`config.mk`:
```
export PLATFORM = sky130hd
export DESIGN_NAME = riscv_mc_control
export DESIGN_NICKNAME = d
export VERILOG_FILES = /design/src/rtl/riscv_mc_control.sv
export SDC_FILE = /design/constraint.sdc
export NUM_CORES = 1
export LEC_CHECK = 0
export CAP_MARGIN = 20
export CORE_ASPECT_RATIO = 0.9
export CORE_MARGIN = 2
export CORE_UTILIZATION = 67
export DETAILED_ROUTE_END_ITERATION = 10
export DONT_BUFFER_PORTS = 1
export PLACE_DENSITY = 0.83
export SLEW_MARGIN = 40
export SYNTH_ARGS = -nofsm -noshare
export SYNTH_HDL_FRONTEND = slang
export SYNTH_SLANG_ARGS = --single-unit
```
`constraint.sdc`:
```
create_clock -name clk -period 4 [get_ports clk]
set_input_delay 0.8 -clock clk [delete_from_list [all_inputs] [get_ports clk]]
set_output_delay 0.8 -clock clk [all_outputs]
set_load 0.01 [all_outputs]
```
`src/rtl/riscv_mc_control.sv`:
```
// riscv_mc_control: multicycle control FSM for the simplified RISC-V core
// Sequences fetch/decode/execute/memory/writeback and drives the datapath
// mux selects, write strobes and ALUControl.
// Ports:
//   clk, reset            clock (rising edge), synchronous active-high reset
//   opcode/funct3/funct7_5 instruction fields from the instruction register
//   zero                  ALU zero flag (branch decision)
//   mem_ready             unified memory completes the access this cycle
//   PCWrite, AdrSrc, IRWrite, MemWrite, RegWrite  strobes and address select
//   ResultSrc, ALUSrcA, ALUSrcB, ALUControl       datapath selects
//   instr_retired         1-cycle pulse on the final cycle of an instruction
//   err_timeout           sticky memory-wait timeout flag
//   illegal_instr         only with ILLEGAL_TRAP_EN: high while trapped
// Build option ILLEGAL_TRAP_EN: undecoded instructions park in a trap state
// until reset instead of retiring as a NOP.
module riscv_mc_control #(
  parameter int MEM_TIMEOUT = 16,
  parameter int CNT_W       = 8
) (
  input  logic       clk,
  input  logic       reset,
  input  logic [6:0] opcode,
  input  logic [2:0] funct3,
  input  logic       funct7_5,
  input  logic       zero,
  input  logic       mem_ready,
  output logic       PCWrite,
  output logic       AdrSrc,
  output logic       IRWrite,
  output logic       MemWrite,
  output logic       RegWrite,
  output logic [1:0] ResultSrc,
  output logic [1:0] ALUSrcA,
  output logic [1:0] ALUSrcB,
  output logic [3:0] ALUControl,
  output logic       instr_retired,
  output logic       err_timeout
`ifdef ILLEGAL_TRAP_EN
  ,
  output logic       illegal_instr
`endif
);
  typedef enum logic [3:0] {
    S_FETCH, S_DECODE, S_MEMADR, S_MEMREAD, S_MEMWB, S_MEMWRITE,
    S_EXECR, S_EXECI, S_ALUWB, S_BEQ, S_JAL, S_TRAP
  } state_t;
  localparam logic [3:0] ALU_AND = 4'b0000;
  localparam logic [3:0] ALU_OR  = 4'b0001;
  localparam logic [3:0] ALU_ADD = 4'b0010;
  localparam logic [3:0] ALU_SUB = 4'b0110;
  localparam logic [CNT_W-1:0] TIMEOUT = CNT_W'(MEM_TIMEOUT);
`ifdef ILLEGAL_TRAP_EN
  localparam state_t ILL_NEXT = S_TRAP;
`else
  localparam state_t ILL_NEXT = S_FETCH;
`endif
  state_t           state_q, state_d;
  logic [CNT_W-1:0] wait_cnt_q, wait_cnt_d;
  logic             err_q, err_d;
  logic             is_ld, is_st, is_r, is_i, is_b, is_j, f3_ok, illegal, waiting;
  logic [3:0]       alu_fn;
  assign is_ld   = opcode == 7'b0000011;
  assign is_st   = opcode == 7'b0100011;
  assign is_r    = opcode == 7'b0110011;
  assign is_i    = opcode == 7'b0010011;
  assign is_b    = opcode == 7'b1100011;
  assign is_j    = opcode == 7'b1101111;
  assign f3_ok   = funct3 == 3'b000 || funct3 == 3'b110 || funct3 == 3'b111;
  assign illegal = !(is_ld || is_st || ((is_r || is_i) && f3_ok) ||
                     (is_b && funct3 == 3'b000) || is_j);
  // funct7_5 selects SUB only for R-type; for I-type that bit is immediate data
  assign alu_fn  = funct3 == 3'b111 ? ALU_AND :
                   funct3 == 3'b110 ? ALU_OR  :
                   (is_r && funct7_5) ? ALU_SUB : ALU_ADD;
  // counter only runs in memory wait states; any mem_ready clears it
  assign waiting    = (state_q == S_FETCH || state_q == S_MEMREAD || state_q == S_MEMWRITE) && !mem_ready;
  assign wait_cnt_d = !waiting ? '0 : (&wait_cnt_q) ? wait_cnt_q : wait_cnt_q + 1'b1;
  // flag registers at the edge ending the MEM_TIMEOUT-th consecutive wait cycle
  assign err_d      = err_q || (MEM_TIMEOUT != 0 && waiting && wait_cnt_d == TIMEOUT);
  always_comb begin
    state_d = state_q;
    case (state_q)
      S_FETCH:    state_d = mem_ready ? S_DECODE : S_FETCH;
      S_DECODE:   state_d = (is_ld || is_st)           ? S_MEMADR :
                            (is_r && f3_ok)            ? S_EXECR  :
                            (is_i && f3_ok)            ? S_EXECI  :
                            (is_b && funct3 == 3'b000) ? S_BEQ    :
                            is_j                       ? S_JAL    : ILL_NEXT;
      S_MEMADR:   state_d = is_st ? S_MEMWRITE : S_MEMREAD;
      S_MEMREAD:  state_d = mem_ready ? S_MEMWB : S_MEMREAD;
      S_MEMWRITE: state_d = mem_ready ? S_FETCH : S_MEMWRITE;
      S_EXECR, S_EXECI, S_JAL: state_d = S_ALUWB;
      S_MEMWB, S_ALUWB, S_BEQ: state_d = S_FETCH;
      S_TRAP:     state_d = S_TRAP;
      default:    state_d = S_FETCH;
    endcase
  end
  always_ff @(posedge clk) begin
    if (reset) begin
      state_q    <= S_FETCH;
      wait_cnt_q <= '0;
      err_q      <= 1'b0;
    end else begin
      state_q    <= state_d;
      wait_cnt_q <= wait_cnt_d;
      err_q      <= err_d;
    end
  end
  always_comb begin
    PCWrite       = 1'b0;
    AdrSrc        = 1'b0;
    IRWrite       = 1'b0;
    MemWrite      = 1'b0;
    RegWrite      = 1'b0;
    ResultSrc     = 2'b00;
    ALUSrcA       = 2'b00;
    ALUSrcB       = 2'b00;
    ALUControl    = ALU_ADD;
    instr_retired = 1'b0;
    case (state_q)
      S_FETCH: begin
        ALUSrcB   = 2'b10;
        ResultSrc = 2'b10;
        IRWrite   = mem_ready;
        PCWrite   = mem_ready;
      end
      S_DECODE: begin
        ALUSrcA = 2'b01;
        ALUSrcB = 2'b01;
`ifndef ILLEGAL_TRAP_EN
        instr_retired = illegal;
`endif
      end
      S_MEMADR: begin
        ALUSrcA = 2'b10;
        ALUSrcB = 2'b01;
      end
      S_MEMREAD: AdrSrc = 1'b1;
      S_MEMWB: begin
        ResultSrc     = 2'b01;
        RegWrite      = 1'b1;
        instr_retired = 1'b1;
      end
      S_MEMWRITE: begin
        AdrSrc        = 1'b1;
        MemWrite      = 1'b1;
        instr_retired = mem_ready;
      end
      S_EXECR: begin
        ALUSrcA    = 2'b10;
        ALUControl = alu_fn;
      end
      S_EXECI: begin
        ALUSrcA    = 2'b10;
        ALUSrcB    = 2'b01;
        ALUControl = alu_fn;
      end
      S_ALUWB: begin
        RegWrite      = 1'b1;
        instr_retired = 1'b1;
      end
      S_BEQ: begin
        ALUSrcA       = 2'b10;
        ALUControl    = ALU_SUB;
        PCWrite       = zero;
        instr_retired = 1'b1;
      end
      S_JAL: begin
        ALUSrcA = 2'b01;
        ALUSrcB = 2'b10;
        PCWrite = 1'b1;
      end
      default: ;
    endcase
    // reset kills every strobe in the same cycle so nothing partial is written
    if (reset) begin
      PCWrite       = 1'b0;
      AdrSrc        = 1'b0;
      IRWrite       = 1'b0;
      MemWrite      = 1'b0;
      RegWrite      = 1'b0;
      ResultSrc     = 2'b00;
      ALUSrcA       = 2'b00;
      ALUSrcB       = 2'b00;
      ALUControl    = ALU_ADD;
      instr_retired = 1'b0;
    end
  end
  assign err_timeout = err_q && !reset;
`ifdef ILLEGAL_TRAP_EN
  assign illegal_instr = state_q == S_TRAP && !reset;
`endif
endmodule
```
Word-level counts from Yosys, hierarchy flattened
Index checks and enable logic that the tools add are counted.
{"block": "classes", "eq_ne": 20, "reduce_logical": 33, "addsub": 1, "muxes": 35}
{"cell": "4-bit case mux with 7 select lines", "count": 1}
{"cell": "4-bit two-way mux", "count": 6}
{"cell": "3-bit two-way mux", "count": 6}
{"cell": "4-bit by 3-bit equality test with 1-bit output, second input constant", "count": 4}
{"cell": "4-bit equality test, second input constant", "count": 4}
{"cell": "8-bit two-way mux", "count": 2}
{"cell": "7-bit by 6-bit equality test with 1-bit output, second input constant", "count": 2}
{"cell": "7-bit equality test, second input constant", "count": 2}
{"cell": "2-bit case mux with 2 select lines", "count": 3}
{"cell": "1-bit two-way mux", "count": 11}
{"cell": "1-bit logical OR", "count": 10}
{"cell": "2-bit OR reduction", "count": 5}
{"cell": "3-bit OR reduction", "count": 3}
{"cell": "8-bit by 1-bit adder with 8-bit output, second input constant", "count": 1}
{"cell": "4-bit by 2-bit equality test with 1-bit output, second input constant", "count": 2}
{"cell": "8-bit by 5-bit equality test with 1-bit output, second input constant", "count": 1}
{"cell": "1-bit logical AND", "count": 8}
{"cell": "8-bit AND reduction", "count": 1}
{"cell": "7-bit by 2-bit equality test with 1-bit output, second input constant", "count": 1}
{"cell": "7-bit by 5-bit equality test with 1-bit output, second input constant", "count": 1}
{"cell": "3-bit equality test, second input constant", "count": 2}
{"cell": "2-bit two-way mux", "count": 3}
{"cell": "1-bit case mux with 3 select lines", "count": 2}
{"cell": "3-bit case mux with 2 select lines", "count": 1}
{"cell": "other kinds (5)", "count": 7}
{"block": "totals", "register_bits": 13, "out_inout_bits": 17, "wordCells": 92}

Logic depth before layout (Yosys ltp)
{"block": "logic_depth", "ltp_word": 10, "ltp_mapped": 7, "mapped_depth_nobuf": 6}

Least setup slack after synthesis
No wires, ideal clock.
{"block": "synth_timing", "kind": "input-to-output", "from": "input port reset", "to": "output port IRWrite", "t_required_ps": 3200, "arrival_ps": 1942, "setup_slack_ps": 1258, "cell_stages": 4, "cell_sequence": "clkbuf_1 > or2_2 > nor4_1 > and2_1"}
{"block": "synth_between", "elab_chain_cells": 1}
{"item": "start, declared", "line_no": "21", "text": "input logic reset,"}
{"item": "1-bit two-way mux", "line_no": "176", "text": "if (reset) begin"}
{"item": "end, declared", "line_no": "29", "text": "output logic IRWrite,"}
Every way passes these cells.

Worst setup path in the final report
{"block": "layout_timing", "from": "register state_q[3]", "to": "output port IRWrite"}
{"block": "layout_between", "elab_chain_cells": 3}
{"item": "start, declared", "line_no": "57", "text": "state_t state_q, state_d;"}
{"item": "start signal, assigned", "line_no": "104", "text": "state_q <= state_d;"}
{"item": "4-bit logical NOT", "line_no": "120", "text": "case (state_q)"}
{"item": "1-bit two-way mux", "line_no": "120"}
{"item": "1-bit two-way mux", "line_no": "176"}
Every way passes these cells.

==> metrics.md <==
| Metric | Value |
|---|---|
| Final-stage net count | `168` |
| Max Transition Viols Final | `0` |
| PwrDens | `220 mW/mm^2` |
| Half-perimeter wire length of the detailed placement result | `1.95 mm` |
| Kind of start point of the critical path | `flip-flop` |
| Post-Synthesis Mean Instance Area | `7.19 sq um` |
| Final worst-path cycle share | `72.2%` |
| Commonest non-fill, non-tap cell in the layout | `nor2_1` |
| Initial Utilization | `69.8%` |
| Via count of the first global-routing pass | `957` |
| Number of hold-repair buffers added at the cts stage | `0` |
| Setup Skew | `10.9 ps` |
| Synthesized instance count | `160` |
| Highest-count cells in the layout ignoring fill and taps | `nor2_1 (21), dfxtp_1 (13), a21oi_1 (12)` |
| Antenna-violating nets left | `0` |
| Row count | `14` |
| Hold endpoint | `wait_cnt_q[4]` |
| Arrival time reported for the critical path endpoint | `2090 ps` |
| Skew-Pair Late Insertion Delay | `290 ps` |
| Resized Gates After CTS | `0` |
| Critical R2R Launch | `state_q[2]` |
| Worst setup slack for register-to-register paths | `2110 ps` |
| Clock transition at the register clock pins on the worst setup and hold paths after CTS | `80 ps` |
| Total iterations of the first detailed-routing run | `4` |
| Time the final worst path needs with I/O delays and setup | `2890 ps` |
| Post-synth top flop | `dfxtp_1` |
| Number of hold-slack violations in the final timing report | `0` |
| Core footprint | `0.00165 sq mm` |
| Number of max-cap violations | `0` |
| Number of vias after detailed routing | `1118` |
| Die area | `0.00206 sq mm` |
| Root Buffer Master | `clkbuf_4` |
| R2R Path End | `wait_cnt_q[7]` |
| Maximum number of pins on one net before global-route repair | `23` |
| Total number of H-tree levels | `1` |
| Worst supply voltage drop on vdd | `0.193 mV` |
| Total buffers and inverters traversed by the critical path | `0` |
| Proportion of synthesized flip-flops having asynchronous set or reset | `0%` |
| Number of synthesized flops with an enable pin | `0` |
| Tot GR Track Use | `27.3%` |
| Layout area overhead | `-1.74%` |
| Maximum buffer depth of the clock tree | `2` |
| Data required time of the critical path | `3200 ps` |
| Port Buf Inserts | `0` |
| Number of antenna violations at the first check in global routing | `0` |
| Ordered cell list for the critical path | `or2_2 -> nor4_1 -> and2_1` |
| Die boundary height | `43.3 microns` |
| RSZ-0062 raised after global routing | `no` |
| Clock sink count | `13` |
| Setup CP Type | `reg -> out` |
| Post-CTS Repair Setup Buffers | `0` |
| Layout cell share with drive strength beyond 1 | `6.62%` |
| Pwr Total | `0.248 mW` |
| Type of the tightest min-delay check | `reg -> reg` |
| Worst min-delay path startpoint | `wait_cnt_q[4]` |
| Routed length per placed instance | `14.5 microns` |
| Warning count from the yosys run | `0` |
| Cell area after synthesis | `0.00115 sq mm` |
| Number of setup violations in the final report | `0` |
| Run status | `finished, final reports clean` |
| Setup WS pre-CTS | `1280 ps` |
| Number of remaining DRC errors | `0` |
| CP max stage delay | `550 ps` |
| Clock tree from TritonCTS | `yes` |
| Post-synthesis sequential element count | `13` |
| Sequential share of the synthesized area | `22.6%` |
| Overall routed net length | `2.55 mm` |
| LEAKAGE | `0.382 nW` |
| Gpl congestion | `0.881` |
| Post-detailed-route via-to-cell ratio | `6.39` |
| Family with the most delay on the worst path | `simple AND/OR/NAND/NOR gates` |
| Reg2Reg Depth | `4` |
| Relative slew slack | `50.1%` |
| Global-route wire length before repair | `4.08 mm` |
| Antenna cell count | `0` |
| Least-Margin Pin Slew | `747 ps` |
| Unique masters post-synth | `45` |
| Width of the chip | `47.7 microns` |
| Post-Synthesis Net Count | `176` |
| Kind of end point of the critical path | `output pin` |
| Worst setup margin | `1110 ps` |
| Largest fanout of any net on the critical path | `22` |
| Slowest-stage cell, CP | `dfxtp_1` |
| Global route total overflow | `0` |
| Cts bufs inserted | `3` |
| Number of top-level pins | `32` |
| Violation count after the first detailed-routing iteration | `36` |
| F_max | `0.346 GHz` |
| Worst hold stages | `2` |
| Final-layout worst hold slack | `572 ps` |
| Setup TNS | `0 ps` |
-- layer usage --
| metal | wire [microns] | global-route usage (%) | vias to the layer above |
|---|---|---|---|
| met5 | 0 | 0 | - |
| met3 | 177 | 8.94 | 4 |
| met4 | 30 | 5.95 | 0 |
| li1 | - | - | 545 |
| met1 | 1140 | 38.6 | 523 |
| met2 | 1190 | 40.8 | 46 |
-- power breakdown --
group	switching [mW]	total (mW)	internal [mW]	leakage (nW)
combinational	0.0197	0.0317	0.0121	0.262
sequential	0.00391	0.135	0.131	0.105
clock	0.0430	0.0818	0.0388	0.0150
-- how the worst max path moves through the flow --
stage | startpoint | end | depth (start not counted)
after floorplan | reset | IRWrite | 4
after global placement | reset | IRWrite | 3
after detailed placement | reset | IRWrite | 3
after CTS | state_q[3] | IRWrite | 3
after global routing | state_q[3] | IRWrite | 3
final | state_q[3] | IRWrite | 3
-- registers in the layout, indices dropped and copies added (netlist names) --
register	count
err_q	1
state_q	4
wait_cnt_q	8
-- cell type report --
cell class | instances | area [sq um]
Clock buffer | 4 | 26.3
Fill cell | 167 | 517
Inverter | 4 | 15.0
Multi-Input combinational cell | 130 | 798
Sequential cell | 13 | 260
Tap cell | 24 | 30.0
-- Yosys cell counts, types with 2 or more instances --
cell      number  area, sq um
o21ai_0        8         40.0
mux2i_1        2         20.0
nand3b_1       2         15.0
nand2_1        7         26.3
buf_4          2         15.0
nor2b_1        5         31.3
nand4_1        3         18.8
nand3_2        2         20.0
or2_2          2         12.5
nand2b_1       4         25.0
a211oi_1       3         22.5
a41o_1         2         20.0
nor3b_1        3         22.5
inv_1          4         15.0
and3_1         3         18.8
a21oi_1       12         60.1
nor4_1         2         12.5
and2_1         6         37.5
buf_6          2         22.5
nor3_1         5         25.0
nand3_1       10         50.1
clkbuf_1       5         18.8
o21a_1         2         15.0
buf_2          4         20.0
xnor2_1        7         61.3
dfxtp_1       13          260
xor2_1         2         17.5
nor2_1        21         78.8
-- per-stage QoR --
stage	instance area (sq um)	util (%)	instances
final	1130	68.6	175
after global routing	1130	68.6	175
after CTS	1130	68.6	175
after detailed placement	1100	67.0	171
after global placement	1100	67.0	171
after floorplan	1150	-	160
-- worst register-to-register path: stages, from the launching register on --
cell,delay (ps)
dfxtp_1,710
nand3b_1,210
o32ai_2,290
nand2b_1,300
nor3b_1,290
-- cell families after synthesis --
logic type                 after synthesis  synth area share [%]
AOI/OAI and AO/OA                       37                  21.1
DFF                                     13                  22.6
buffers and inverters                   17                  7.94
other                                    1                 0.326
adders and majority gates                2                  1.96
and+or+nand+nor                         79                  37.4
xor gates and xnor gates                 9                  6.86
muxes                                    2                  1.74
(Power assumes the default switching activity.)
